File: src/rtl/sw_pe_stream_if.sv
// Stream link between neighbouring Smith-Waterman PEs: one reference beat
// (valid/base/last) travelling together with the score H of the sending PE.
interface sw_pe_stream_if #(
  parameter int SCORE_W = 16
);
  logic               valid;
  logic [1:0]         base;
  logic               last;
  logic [SCORE_W-1:0] h;

  modport master (output valid, base, last, h);
  modport slave  (input  valid, base, last, h);
endinterface

File: src/rtl/sw_pe_stream.sv
// Smith-Waterman processing element for a systolic array: one read base per
// PE, one anti-diagonal cell per accepted reference beat, saturating scores.
// Optional best-cell tracker (max_o / max_pos_o and the column counter) is
// built only when SW_PE_MAXTRACK_EN is defined; otherwise both read 0.
module sw_pe_stream #(
  parameter int SCORE_W = 16,
  parameter int PEN_W   = 4,
  parameter int POS_W   = 12
) (
  input  logic               clk,
  input  logic               rst,
  input  logic               start_i,
  input  logic               load_i,
  input  logic [1:0]         read_base_i,
  sw_pe_stream_if.slave      up,
  sw_pe_stream_if.master     dn,
  input  logic [PEN_W-1:0]   match_i,
  input  logic [PEN_W-1:0]   mismatch_i,
  input  logic [PEN_W-1:0]   gap_i,
  output logic [SCORE_W-1:0] max_o,
  output logic [POS_W-1:0]   max_pos_o,
  output logic               done_o
);

  localparam int EXT_W = SCORE_W + 1;
  typedef logic [EXT_W-1:0] ext_t;
  localparam ext_t SCORE_MAX = {1'b0, {SCORE_W{1'b1}}};

  // One extra bit of headroom lets the sum be checked against the ceiling.
  function automatic ext_t sat_add(input ext_t a, input ext_t b);
    ext_t s;
    s = a + b;
    return (s > SCORE_MAX) ? SCORE_MAX : s;
  endfunction

  // Scores are unsigned, so a subtraction bottoms out at zero.
  function automatic ext_t sub_clamp(input ext_t a, input ext_t b);
    return (a > b) ? (a - b) : '0;
  endfunction

  logic [1:0]         read_q, read_d;
  logic [SCORE_W-1:0] diag_q, diag_d;
  logic [SCORE_W-1:0] h_q, h_d;
  logic               valid_q, valid_d;
  logic [1:0]         ref_q, ref_d;
  logic               last_q, last_d;
  logic               done_q, done_d;

  ext_t               diag_base;
  ext_t               left_base;
  ext_t               diag_term;
  ext_t               up_term;
  ext_t               left_term;
  ext_t               cand;
  logic [SCORE_W-1:0] cand_score;

  // Cell score: a start in the same cycle makes the beat see cleared diag/left.
  always_comb begin
    diag_base = start_i ? '0 : ext_t'(diag_q);
    left_base = start_i ? '0 : ext_t'(h_q);
    if (up.base == read_q) begin
      diag_term = sat_add(diag_base, ext_t'(match_i));
    end else begin
      diag_term = sub_clamp(diag_base, ext_t'(mismatch_i));
    end
    up_term   = sub_clamp(ext_t'(up.h), ext_t'(gap_i));
    left_term = sub_clamp(left_base, ext_t'(gap_i));
    cand = diag_term;
    if (up_term > cand) begin
      cand = up_term;
    end
    if (left_term > cand) begin
      cand = left_term;
    end
    cand_score = (cand > SCORE_MAX) ? {SCORE_W{1'b1}} : cand[SCORE_W-1:0];
  end

  // Datapath next state: forward the beat and keep the neighbours' scores.
  always_comb begin
    read_d  = load_i ? read_base_i : read_q;
    diag_d  = start_i ? '0 : diag_q;
    h_d     = start_i ? '0 : h_q;
    ref_d   = ref_q;
    last_d  = last_q;
    valid_d = up.valid;
    done_d  = up.valid & up.last;
    if (up.valid) begin
      h_d    = cand_score;
      diag_d = up.h;
      ref_d  = up.base;
      last_d = up.last;
    end
  end

  // Datapath registers.
  always_ff @(posedge clk or posedge rst) begin
    if (rst) begin
      read_q  <= '0;
      diag_q  <= '0;
      h_q     <= '0;
      valid_q <= 1'b0;
      ref_q   <= '0;
      last_q  <= 1'b0;
      done_q  <= 1'b0;
    end else begin
      read_q  <= read_d;
      diag_q  <= diag_d;
      h_q     <= h_d;
      valid_q <= valid_d;
      ref_q   <= ref_d;
      last_q  <= last_d;
      done_q  <= done_d;
    end
  end

`ifdef SW_PE_MAXTRACK_EN
  logic [SCORE_W-1:0] max_q, max_d, max_base;
  logic [POS_W-1:0]   max_pos_q, max_pos_d;
  logic [POS_W-1:0]   col_q, col_d, col_base;

  // Best-cell tracker: strict compare so a tie keeps the earliest column.
  always_comb begin
    max_base  = start_i ? '0 : max_q;
    col_base  = start_i ? '0 : col_q;
    max_d     = max_base;
    max_pos_d = start_i ? '0 : max_pos_q;
    col_d     = col_base;
    if (up.valid) begin
      col_d = (&col_base) ? col_base : col_base + POS_W'(1);
      if (cand_score > max_base) begin
        max_d     = cand_score;
        max_pos_d = col_base;
      end
    end
  end

  // Tracker registers.
  always_ff @(posedge clk or posedge rst) begin
    if (rst) begin
      max_q     <= '0;
      max_pos_q <= '0;
      col_q     <= '0;
    end else begin
      max_q     <= max_d;
      max_pos_q <= max_pos_d;
      col_q     <= col_d;
    end
  end

  assign max_o     = max_q;
  assign max_pos_o = max_pos_q;
`else
  assign max_o     = '0;
  assign max_pos_o = '0;
`endif

  assign dn.valid = valid_q;
  assign dn.base  = ref_q;
  assign dn.last  = last_q;
  assign dn.h     = h_q;
  assign done_o   = done_q;

endmodule

File: src/flat_wrapper.sv
// flat-port wrapper written by rule: the top's interface ports become plain ports
module sw_pe_stream_flat 
#(
  parameter int SCORE_W = 16,
  parameter int PEN_W   = 4,
  parameter int POS_W   = 12
)
  (clk, rst, start_i, load_i, read_base_i, match_i, mismatch_i, gap_i, max_o, max_pos_o, done_o, up_valid, up_base, up_last, up_h, dn_valid, dn_base, dn_last, dn_h);
  sw_pe_stream_if #(.SCORE_W(SCORE_W)) up_i ();
  sw_pe_stream_if #(.SCORE_W(SCORE_W)) dn_i ();
  input  logic clk;
  input  logic rst;
  input  logic start_i;
  input  logic load_i;
  input  logic [1:0] read_base_i;
  input  logic [PEN_W-1:0] match_i;
  input  logic [PEN_W-1:0] mismatch_i;
  input  logic [PEN_W-1:0] gap_i;
  output logic [SCORE_W-1:0] max_o;
  output logic [POS_W-1:0] max_pos_o;
  output logic done_o;
  input wire logic [$bits(up_i.valid)-1:0] up_valid;
  input wire logic [$bits(up_i.base)-1:0] up_base;
  input wire logic [$bits(up_i.last)-1:0] up_last;
  input wire logic [$bits(up_i.h)-1:0] up_h;
  output wire logic [$bits(dn_i.valid)-1:0] dn_valid;
  output wire logic [$bits(dn_i.base)-1:0] dn_base;
  output wire logic [$bits(dn_i.last)-1:0] dn_last;
  output wire logic [$bits(dn_i.h)-1:0] dn_h;
  assign up_i.valid = up_valid;
  assign up_i.base = up_base;
  assign up_i.last = up_last;
  assign up_i.h = up_h;
  assign dn_valid = dn_i.valid;
  assign dn_base = dn_i.base;
  assign dn_last = dn_i.last;
  assign dn_h = dn_i.h;
  sw_pe_stream #(.SCORE_W(SCORE_W), .PEN_W(PEN_W), .POS_W(POS_W)) u_core (.clk(clk), .rst(rst), .start_i(start_i), .load_i(load_i), .read_base_i(read_base_i), .up(up_i), .dn(dn_i), .match_i(match_i), .mismatch_i(mismatch_i), .gap_i(gap_i), .max_o(max_o), .max_pos_o(max_pos_o), .done_o(done_o));
endmodule
File: config.mk
export PLATFORM = sky130hd
export DESIGN_NAME = sw_pe_stream_flat
export DESIGN_NICKNAME = d
export VERILOG_FILES = /design/src/rtl/sw_pe_stream_if.sv /design/src/rtl/sw_pe_stream.sv /design/src/flat_wrapper.sv
export SDC_FILE = /design/constraint.sdc
export NUM_CORES = 1
export LEC_CHECK = 0
export BUFFER_PORTS_ARGS = -buffer_cell sky130_fd_sc_hd__buf_2
export CORE_MARGIN = 2
export CORE_UTILIZATION = 30
export CTS_CLUSTER_SIZE = 24
export DETAILED_ROUTE_END_ITERATION = 8
export SKIP_LAST_GASP = 1
export SYNTH_ARGS = -nofsm -noshare
export SYNTH_HDL_FRONTEND = slang
export SYNTH_SLANG_ARGS = --single-unit
File: constraint.sdc
create_clock -name clk -period 6.3 [get_ports clk]
set_input_delay 0.945 -clock clk [delete_from_list [all_inputs] [get_ports clk]]
set_output_delay 0.945 -clock clk [all_outputs]
set_load 0.02 [all_outputs]
==> results_dict.tcl, run 1 <==
set metrics [dict create \
    drt_iter0_markers 487 \
    holdWs_ns 0.509 \
    crit_start "start_i" \
    worstMarginPinSlew_ns 1.05 \
    synthFlopType "dfrtp_1" \
    post-route-util_pct 45.4 \
    firstDrtPassIters 5 \
    max_freq_mhz 156 \
    synth-edff-count 0 \
    regToRegSetupSlack_ns 0.12 \
    numCtsBuffers 5 \
    die_x_um 136 \
    netlist_area_mm2 0.00524 \
    violations "setup timing" \
    ys_seq_area_share_pct 18.6 \
    async_flop_share_pct 100 \
    yosysWarnings 0 \
    drv_slew 0 \
    viasPerCell 5.28 \
    rsz0062_at_grt "true" \
    timing.rr.end "u_core.dn.h[14]" \
    status "complete, but fails checks" \
    ios 87 \
    finalHoldViolations 0 \
    reg2regPathDepth 28 \
    critPathCaptureType "register" \
    arrival_ns 6.61 \
    gr-total-overflow 0 \
    gp_congestion 0.923 \
    synth-compound-area-share_pct 26.1 \
    min_to "u_core.dn.base[1]" \
    setup_ws_ns -0.125 \
    ctsRootBufferMaster "clkbuf_16" \
    h-tree-depth 2 \
    holdBufCountCts 0 \
    die_h_um 136 \
    path_buf_inv 4 \
    core_area_mm2 0.0172 \
    startpoint_type "input pin" \
    clockBufferDepth 2 \
    vias 5978 \
    grt_pass1_vias 5740 \
    port_buffers 58 \
    yosys-top-cells-area "dfrtp_1, ha_1, o21ai_0" \
    row_count 48 \
    crit_family "compound AO/OA/AOI/OAI gates" \
    critical_path_peak_fanout 6 \
    antenna_found_initial 0 \
    synth_top_cell_by_area "dfrtp_1" \
    synth_top_family_by_area "simple AND/OR/NAND/NOR gates" \
    area_growth_pct 48.8 \
    ys_types 82 \
    antenna_left 0 \
    floorplan.initialDensity_pct 30.5 \
    nNetsFinal 996 \
    drcViolationCount 0 \
    power_w 0.00231 \
    cts_tree "done" \
    grt.total_usage_pct 20.0 \
    postSynthCellCount 676 \
    cp.required_ns 6.48 \
    drive_gt1_share_pct 41.1 \
    dieArea_mm2 0.0185 \
    p_leak_nw 3.50 \
    final_area_mm2 0.00780 \
    dp_hpwl_um 14200 \
    period_needed_ns 6.43 \
    insertion_delay_ns 0.31 \
    min_path_type "register to register" \
    r2r-start "u_core.diag_q[2]" \
    synth-adder-area-share_pct 12.5 \
    ir_worst_vdd_mv 0.163 \
    synth_xor_area_share_pct 4.18 \
    totalWireLength_um 18800 \
    grt_max_degree 52 \
    grt_pass1_wl_um 29200 \
    path_common_cell "buf_6" \
    fin_skew_ns 0.00649 \
    cellPowerDensity_mw_per_mm2 296 \
    synthSimpleGateAreaFrac_pct 26.9 \
    period_share_pct 102 \
    maxCapViolCount 0 \
    timing.slew.headroom_pct 30.2 \
    antenna_cells 0 \
    crit_type "input pin to register" \
    setup_viol 14 \
    critPathMaxStageDelay_ns 0.59 \
    clk_pin_slew_worst_paths_ns 0.07 \
    hp-start "u_core.dn.base[1]" \
    clkSinkCount 39 \
    synth_top_cell_area_share_pct 18.6 \
    slowest_stage "or4b_4" \
    wl_per_cell_um 16.6 \
    syn-mean-instance-area_um2 7.76 \
    post_synth_mux_area_share_pct 3.72 \
    ys_ff_latch 39 \
    place_area_mm2 0.00697 \
    hold_depth 1 \
]
[layout make-up]
cell class | count | area (um2)
clock inverters | 3 | 23.8
inverters | 25 | 93.8
multi-input cells | 583 | 4430
well taps | 225 | 282
flip-flops and latches | 39 | 976
clock buffers | 5 | 125
repair buffers | 253 | 1870
fillers | 1732 | 9380
[synthesized netlist by cell type, types with 3 or more instances]
master	instances
buf_4	28
inv_1	25
o22a_1	3
mux2_2	12
a21boi_0	3
clkbuf_1	20
nor3_1	25
nand2b_1	9
nor2_1	66
buf_2	5
a221oi_2	6
o31a_1	7
nor2b_1	24
a21o_1	8
nand3_1	10
and4_1	4
a21oi_1	42
and2_1	6
nor3b_1	4
a22oi_1	3
nor4_1	9
buf_1	3
o41ai_1	3
o211ai_1	7
a221oi_1	4
or2_2	5
a211oi_1	11
o21ai_0	53
a31oi_1	8
o21ai_1	4
ha_1	49
a31o_2	3
xnor2_1	14
nand4_1	8
mux2i_1	6
dfrtp_1	39
or3_1	7
nand2_1	59
xor2_1	11
o21a_1	11
[worst reg2reg max path: cells and delay by family, from the launching register on]
| family | cells | cell delay [ns] |
|---|---|---|
| AO/OA/AOI/OAI | 10 | 1.83 |
| buffers and inverters | 5 | 0.74 |
| multiplexers | 1 | 0.23 |
| AND/OR/NAND/NOR | 9 | 2.15 |
| flip-flops | 1 | 0.44 |
| adder cells (fa/ha/maj) | 3 | 0.68 |
[kinds of logic (layout without fill, tap and decap cells)]
group | after synthesis | in the layout
AND/OR/NAND/NOR | 262 | 262
adder cells (fa/ha/maj) | 51 | 51
other | 1 | 28
flip-flops | 39 | 39
buffers and inverters | 81 | 286
XOR/XNOR | 25 | 25
AO/OA/AOI/OAI | 199 | 199
multiplexers | 18 | 18
[how the worst max path moves through the flow]
stage / end / slack, ns / cells after the start
floorplan: u_core.dn.h[8] / -0.64 / 31
global placement: u_core.dn.h[13] / -0.52 / 30
detailed placement: u_core.dn.h[3] / -0.69 / 30
CTS: u_core.dn.h[14] / 0.0002 / 29
global route: u_core.dn.h[14] / -0.40 / 32
finish: u_core.dn.h[14] / -0.13 / 27
[through the flow]
stage          worst slack, ns  std cells  setup TNS [ns]
2_1_floorplan           -0.636        703           -8.86
3_3_place_gp            -0.520       1092           -7.40
3_5_place_dp            -0.690       1092          -10.01
4_1_cts               0.000169       1117               0
5_1_grt                 -0.402       1133           -5.44
6_report                -0.125       1133           -1.04
[power by group]
| group | leakage (nW) | switching [W] | internal [W] |
|---|---|---|---|
| Sequential | 0.472 | 0.0000863 | 0.000315 |
| Clock | 0.0664 | 0.000125 | 0.000148 |
| Combinational | 2.96 | 0.000858 | 0.000776 |
| Total | 3.50 | 0.00107 | 0.00124 |
[repair_timing]
| item | in CTS | in global routing |
|---|---|---|
| gates resized for setup | 36 | 57 |
| buffers inserted | 17 | 18 |
| pin swaps | 35 | 51 |
| gates cloned | 1 | 0 |
| setup endpoints to repair | 16 | 16 |
[metal layers]
metal	share of wire [%]	wire, um	track usage [%]
met1	45	8410	27.4
met5	0	0	0
met4	1.8	345	4.28
met2	47	8740	32.8
met3	6.7	1260	3.36
[layout by cell type (no fill, tap or decap), types with 12 or more instances in the layout]
cell type and n:
a21oi_1 36, buf_2 57, buf_4 178, buf_6 12
conb_1 28, dfrtp_1 39, ha_1 41, inv_1 23
mux2_2 12, nand2_1 57, nor2_1 63, nor2b_1 22
nor3_1 22, o21ai_0 43, xnor2_1 13
[registers in the layout (all words and copies together), names as in the netlist]
signal,cells
u_core.diag_q,16
u_core.dn.h,16
u_core.dn.base,2
u_core.read_q,2
u_core.dn.last,1
u_core.dn.valid,1
u_core.done_o,1
No activity file was read; power rests on OpenSTA's default activity.
==> run 2, diff against run 1 <==
==> constraint.sdc (replaced) <==
create_clock -name clk -period 7.95 [get_ports clk]
set_input_delay 1.1925 -clock clk [delete_from_list [all_inputs] [get_ports clk]]
set_output_delay 1.1925 -clock clk [all_outputs]
set_load 0.02 [all_outputs]
==> run 2 against run 1 <==
The flow now finishes without violations. First-iteration DRC count is 18% lower. Utilization is 11 points lower. Highest routed layer unchanged. Clock-buffer cell count is 1 higher. Flip-flop and latch count stayed put. Cell count is 14% lower.
==> results_dict.tcl, run 2 (same netlist as run 1, synthesis figures left out) <==
set metrics [dict create \
    status "finished, final reports clean" \
    antenna_left 0 \
    ir_worst_vdd_mv 0.105 \
    rsz0062_at_grt "false" \
    nNetsFinal 832 \
    seq_area_um2 976 \
    drive_gt1_share_pct 19.5 \
    clk_pin_slew_worst_paths_ns 0.06 \
    timing.slew.headroom_pct 45.8 \
    p_int_w 0.000721 \
    holdBufCountCts 0 \
    core_area_mm2 0.0172 \
    floorplan.initialDensity_pct 30.5 \
    grt_max_degree 40 \
    cp.required_ns 8.14 \
    place_ws_ns 0.230 \
    die_x_um 136 \
    ios 87 \
    area_growth_pct 14.1 \
    dp_hpwl_um 13100 \
    switching_share_pct 49.9 \
    crit_type "input pin to register" \
    vias 5251 \
    period_share_pct 92.6 \
    endpoint "u_core.dn.h[11]" \
    r2r-start "u_core.diag_q[1]" \
    clockBufferDepth 2 \
    clkSinkCount 39 \
    hold_depth 1 \
    port_buffers 58 \
    startpoint_type "input pin" \
    period_needed_ns 7.36 \
    die_h_um 136 \
    grt_pass1_vias 5226 \
    pwr-share-seq_pct 22.6 \
    timing.rr.end "u_core.dn.h[11]" \
    grt.total_usage_pct 18.5 \
    h-tree-depth 2 \
    fin_skew_ns 0.0116 \
    holdWs_ns 0.505 \
    nFillCells 1892 \
    critical_path_peak_fanout 7 \
    antenna_found_initial 0 \
    cellPowerDensity_mw_per_mm2 241 \
    power_switching_w 0.000718 \
    min_path_type "register to register" \
    gr-total-overflow 0 \
    reg2regPathDepth 26 \
    firstDrtPassIters 4 \
    totalWireLength_um 16300 \
    multi_input_area_mm2 0.00397 \
    grt_pass1_wl_um 27200 \
    setup_tns_ns 0 \
    row_count 48 \
    final_cell_mix "nor2_1, nand2_1, buf_2" \
    setup_ws_ns 0.591 \
    crit_start "start_i" \
    ctsRootBufferMaster "clkbuf_16" \
    combPwrFrac_pct 63.1 \
    worstMarginPinSlew_ns 0.808 \
    mostFrequentLayoutCell "nor2_1" \
    arrival_ns 7.55 \
    cts_tree "done" \
    numCtsBuffers 5 \
    maxCapViolCount 0 \
    max_freq_mhz 136 \
    drt_iter0_markers 397 \
    antenna_cells 0 \
    finalHoldViolations 0 \
    regToRegSetupSlack_ns 1.21 \
    p_leak_nw 2.55 \
    drcViolationCount 0 \
    setup_viol 0 \
    dieArea_mm2 0.0185 \
    p_clk_share_pct 14.3 \
    drv_slew 0 \
    gp_congestion 0.890 \
    critPathCaptureType "register" \
    viasPerCell 5.42 \
    insertion_delay_ns 0.30 \
    wl_per_cell_um 16.8 \
]
[run 2: cell count changes in the layout (fill, tap and decap cells not counted), sizes merged]
cell and change:
buf -164, inv -1, clkbuf +1, clkinv +1, clkinvlp -1
[run 2: routing by layer]
metal | up-vias | share of wire (%) | track usage (%)
li1 | 2569 | - | -
met1 | 2485 | 47 | 25.3
met2 | 175 | 45 | 30.3
met3 | 22 | 5.9 | 2.46
met4 | 0 | 2.0 | 5.90
met5 | - | 0 | 0
[run 2: worst min-delay path by stage]
stage / from / to / slack, ns
finish: u_core.dn.base[0] / u_core.dn.base[0] / 0.51
global placement: u_core.dn.last / u_core.dn.last / 0.49
detailed placement: u_core.dn.base[0] / u_core.dn.base[0] / 0.50
global route: u_core.dn.base[1] / u_core.dn.base[1] / 0.53
CTS: u_core.dn.base[0] / u_core.dn.base[0] / 0.51
floorplan: u_core.read_q[1] / u_core.read_q[1] / 0.50
[run 2: final cells by class]
cell class / instances / share of cell area [%]
Inverter: 25 / 1.57
Clock inverter: 2 / 0.209
Sequential cell: 39 / 16.3
Tap cell: 225 / 4.71
Timing Repair Buffer: 89 / 8.74
Clock buffer: 6 / 2.15
Multi-Input combinational cell: 583 / 66.3
[run 2: metrics by stage]
stage | utilization [%] | std cells | total power, W | instance area [um2]
global route | 34.8 | 969 | 0.00157 | 5980
finish | 34.8 | 969 | 0.00144 | 5980
global placement | 34.0 | 961 | 0.00122 | 5830
CTS | 34.8 | 969 | 0.00144 | 5980
detailed placement | 34.0 | 961 | 0.00122 | 5830
floorplan | - | 703 | 0.000960 | 5350
[run 2: worst max-delay path, stage by stage]
cell,delay (ns)
buf_2,0.14
nor2b_1,0.16
ha_1,0.24
ha_1,0.24
a21boi_0,0.11
o31a_1,0.33
or4b_2,0.71
a21oi_1,0.17
a21oi_1,0.09
ha_1,0.31
a211oi_1,0.23
nor2_1,0.11
a2111oi_2,0.39
o21ai_1,0.15
buf_4,0.20
and2_0,0.21
or3_1,0.39
o22ai_1,0.20
ha_1,0.29
nand4_1,0.15
a21oi_1,0.06
o31a_1,0.34
o221a_2,0.32
a311oi_4,0.38
buf_4,0.21
nor3_1,0.05
a211oi_1,0.18
[run 2: timing repair]
item                                    CTS  global route
endpoints found under the setup margin    0            13
gates resized for setup                   0             2
setup buffers                             0             0
[run 2: power by group through the flow]
| stage | clock network, W | logic (W) | registers [W] |
|---|---|---|---|
| after detailed placement | 0 | 0.000898 | 0.000326 |
| after global placement | 0 | 0.000891 | 0.000327 |
| after CTS | 0.000209 | 0.000902 | 0.000324 |
| final | 0.000205 | 0.000909 | 0.000325 |
| after floorplan | 0 | 0.000601 | 0.000359 |
| after global routing | 0.000219 | 0.00102 | 0.000334 |
==> run 3, diff against run 2 <==
--- a/config.mk
+++ b/config.mk
@@ -10,6 +10,7 @@
 export CORE_UTILIZATION = 30
 export CTS_CLUSTER_SIZE = 24
 export DETAILED_ROUTE_END_ITERATION = 8
+export REMOVE_ABC_BUFFERS = 1
 export SKIP_LAST_GASP = 1
 export SYNTH_ARGS = -nofsm -noshare
 export SYNTH_HDL_FRONTEND = slang
==> run 3 against run 2 <==
Hold slack lost 0.0021 ns. Utilization down 0.12 points. Sequential power about the same. Largest power group unchanged.
==> results_dict.tcl, run 3 (same netlist as run 1, synthesis figures left out) <==
set metrics [dict create \
    seq_area_um2 976 \
    cp.required_ns 8.14 \
    dieArea_mm2 0.0185 \
    pwr-share-seq_pct 22.1 \
    startpoint_type "input pin" \
    core_area_mm2 0.0172 \
    final_cell_mix "nor2_1, nand2_1, buf_2" \
    critical_path_peak_fanout 7 \
    area_growth_pct 13.7 \
    setup_viol 0 \
    grt_max_degree 52 \
    gr-total-overflow 0 \
    met3_usage_pct 2.57 \
    post-route-util_pct 34.7 \
    firstDrtPassIters 5 \
    row_count 48 \
    cts_tree "done" \
    port_buffers 58 \
    final_area_mm2 0.00596 \
    clockBufferDepth 2 \
    h-tree-depth 2 \
    p_int_w 0.000733 \
    arrival_ns 7.66 \
    clkSinkCount 39 \
    antenna_cells 0 \
    place_inst 956 \
    drive_gt1_share_pct 18.9 \
    dp_hpwl_um 12900 \
    ir_worst_vdd_mv 0.184 \
    nNetsFinal 827 \
    max_freq_mhz 134 \
    p_clk_share_pct 15.6 \
    gp_congestion 0.880 \
    min_path_type "register to register" \
    insertion_delay_ns 0.30 \
    grt_pass1_vias 4918 \
    use_met2_pct 29.4 \
    worstMarginPinSlew_ns 0.822 \
    finalHoldViolations 0 \
    ios 87 \
    hold_depth 1 \
    drv_slew 0 \
    vias 5243 \
    die_h_um 136 \
    maxCapViolCount 0 \
    period_needed_ns 7.47 \
    setup_tns_ns 0 \
    grt_busiest_layer "met2" \
    timing.slew.headroom_pct 44.9 \
    cellPowerDensity_mw_per_mm2 244 \
    clk_pin_slew_worst_paths_ns 0.06 \
    crit_type "input pin to register" \
    slowest_stage "or4b_2" \
    power_switching_w 0.000724 \
    p_leak_nw 2.54 \
    antenna_found_initial 0 \
    viasPerCell 5.44 \
    use_met1_pct 25.5 \
    drt_iter0_markers 398 \
    critPathCaptureType "register" \
    die_x_um 136 \
    path_common_cell "ha_1" \
    drcViolationCount 0 \
    grt_pass1_wl_um 26600 \
    nFillCells 1842 \
    status "finished, final reports clean" \
    critPathMaxStageDelay_ns 0.68 \
    grt.total_usage_pct 18.3 \
    fin_skew_ns 0.00588 \
    mostFrequentLayoutCell "nor2_1" \
    floorplan.initialDensity_pct 30.5 \
    rsz0062_at_grt "false" \
    switching_share_pct 49.7 \
    ctsRootBufferMaster "clkbuf_16" \
    reg2regPathDepth 25 \
    cts_setup_buffers 0 \
    antenna_left 0 \
    numCtsBuffers 5 \
    stdcell_count 964 \
    wl_per_cell_um 17.3 \
    multi_input_area_mm2 0.00397 \
    combPwrFrac_pct 62.3 \
    place_area_mm2 0.00580 \
    totalWireLength_um 16700 \
    period_share_pct 93.9 \
]
[run 3: changes by cell type in the layout (fill, tap and decap cells not counted), sizes merged]
cell	previous run	this run
clkinvlp	1	0
buf	89	84
clkinv	2	1
clkbuf	6	8
[run 3: timing repair]
item / 4_1_cts / 5_1_grt
hold buffers: 0 / 0
gates resized for setup: 0 / 3
setup endpoints to repair: 0 / 13
[run 3: final timing paths]
| check | from | end | slack, ns |
|---|---|---|---|
| setup / recovery | start_i | u_core.dn.h[14] | 0.48 |
| hold / removal | u_core.dn.last | u_core.dn.last | 0.50 |
| setup reg to reg | u_core.diag_q[1] | u_core.dn.h[14] | 1.06 |
| hold reg to reg | u_core.dn.last | u_core.dn.last | 0.50 |
| max in group asynchronous | rst | u_core.diag_q[8] | 6.53 |
| min in group asynchronous | rst | u_core.dn.h[5] | 1.02 |
[run 3: through the flow]
| stage | setup WS (ns) | power (W) | hold slack, ns |
|---|---|---|---|
| 2_1_floorplan | 0.0840 | 0.000935 | 0.502 |
| 3_3_place_gp | 0.379 | 0.00121 | 0.485 |
| 5_1_grt | 0.0452 | 0.00157 | 0.521 |
| 4_1_cts | 0.503 | 0.00145 | 0.509 |
| 6_report | 0.483 | 0.00146 | 0.503 |
| 3_5_place_dp | 0.186 | 0.00121 | 0.495 |
[run 3: area by class of cell]
type / count / share of cell area [%]
timing repair buffer: 84 / 8.14
clock buffer: 8 / 2.62
inverter: 25 / 1.57
sequential: 39 / 16.4
multi-input combinational: 583 / 66.6
tap: 225 / 4.72
[run 3: critical path, delay by kind of cell]
family,cells,cell delay [ns]
AO/OA/AOI/OAI,10,2.40
adder cells (fa/ha/maj),4,1.03
buffers and inverters,3,0.54
AND/OR/NAND/NOR,9,2.50
[run 3: power groups by stage]
stage | logic, W | clock network (W) | registers [W]
4_1_cts | 0.000898 | 0.000232 | 0.000320
3_5_place_dp | 0.000891 | 0 | 0.000322
2_1_floorplan | 0.000573 | 0 | 0.000362
3_3_place_gp | 0.000888 | 0 | 0.000324
6_report | 0.000908 | 0.000227 | 0.000322
5_1_grt | 0.00100 | 0.000237 | 0.000332
[run 3: layer usage]
layer | share of wire, % | up-vias
met5 | 0 | -
met4 | 1.6 | 0
met3 | 5.0 | 18
met2 | 45 | 177
met1 | 48 | 2480
li1 | - | 2568
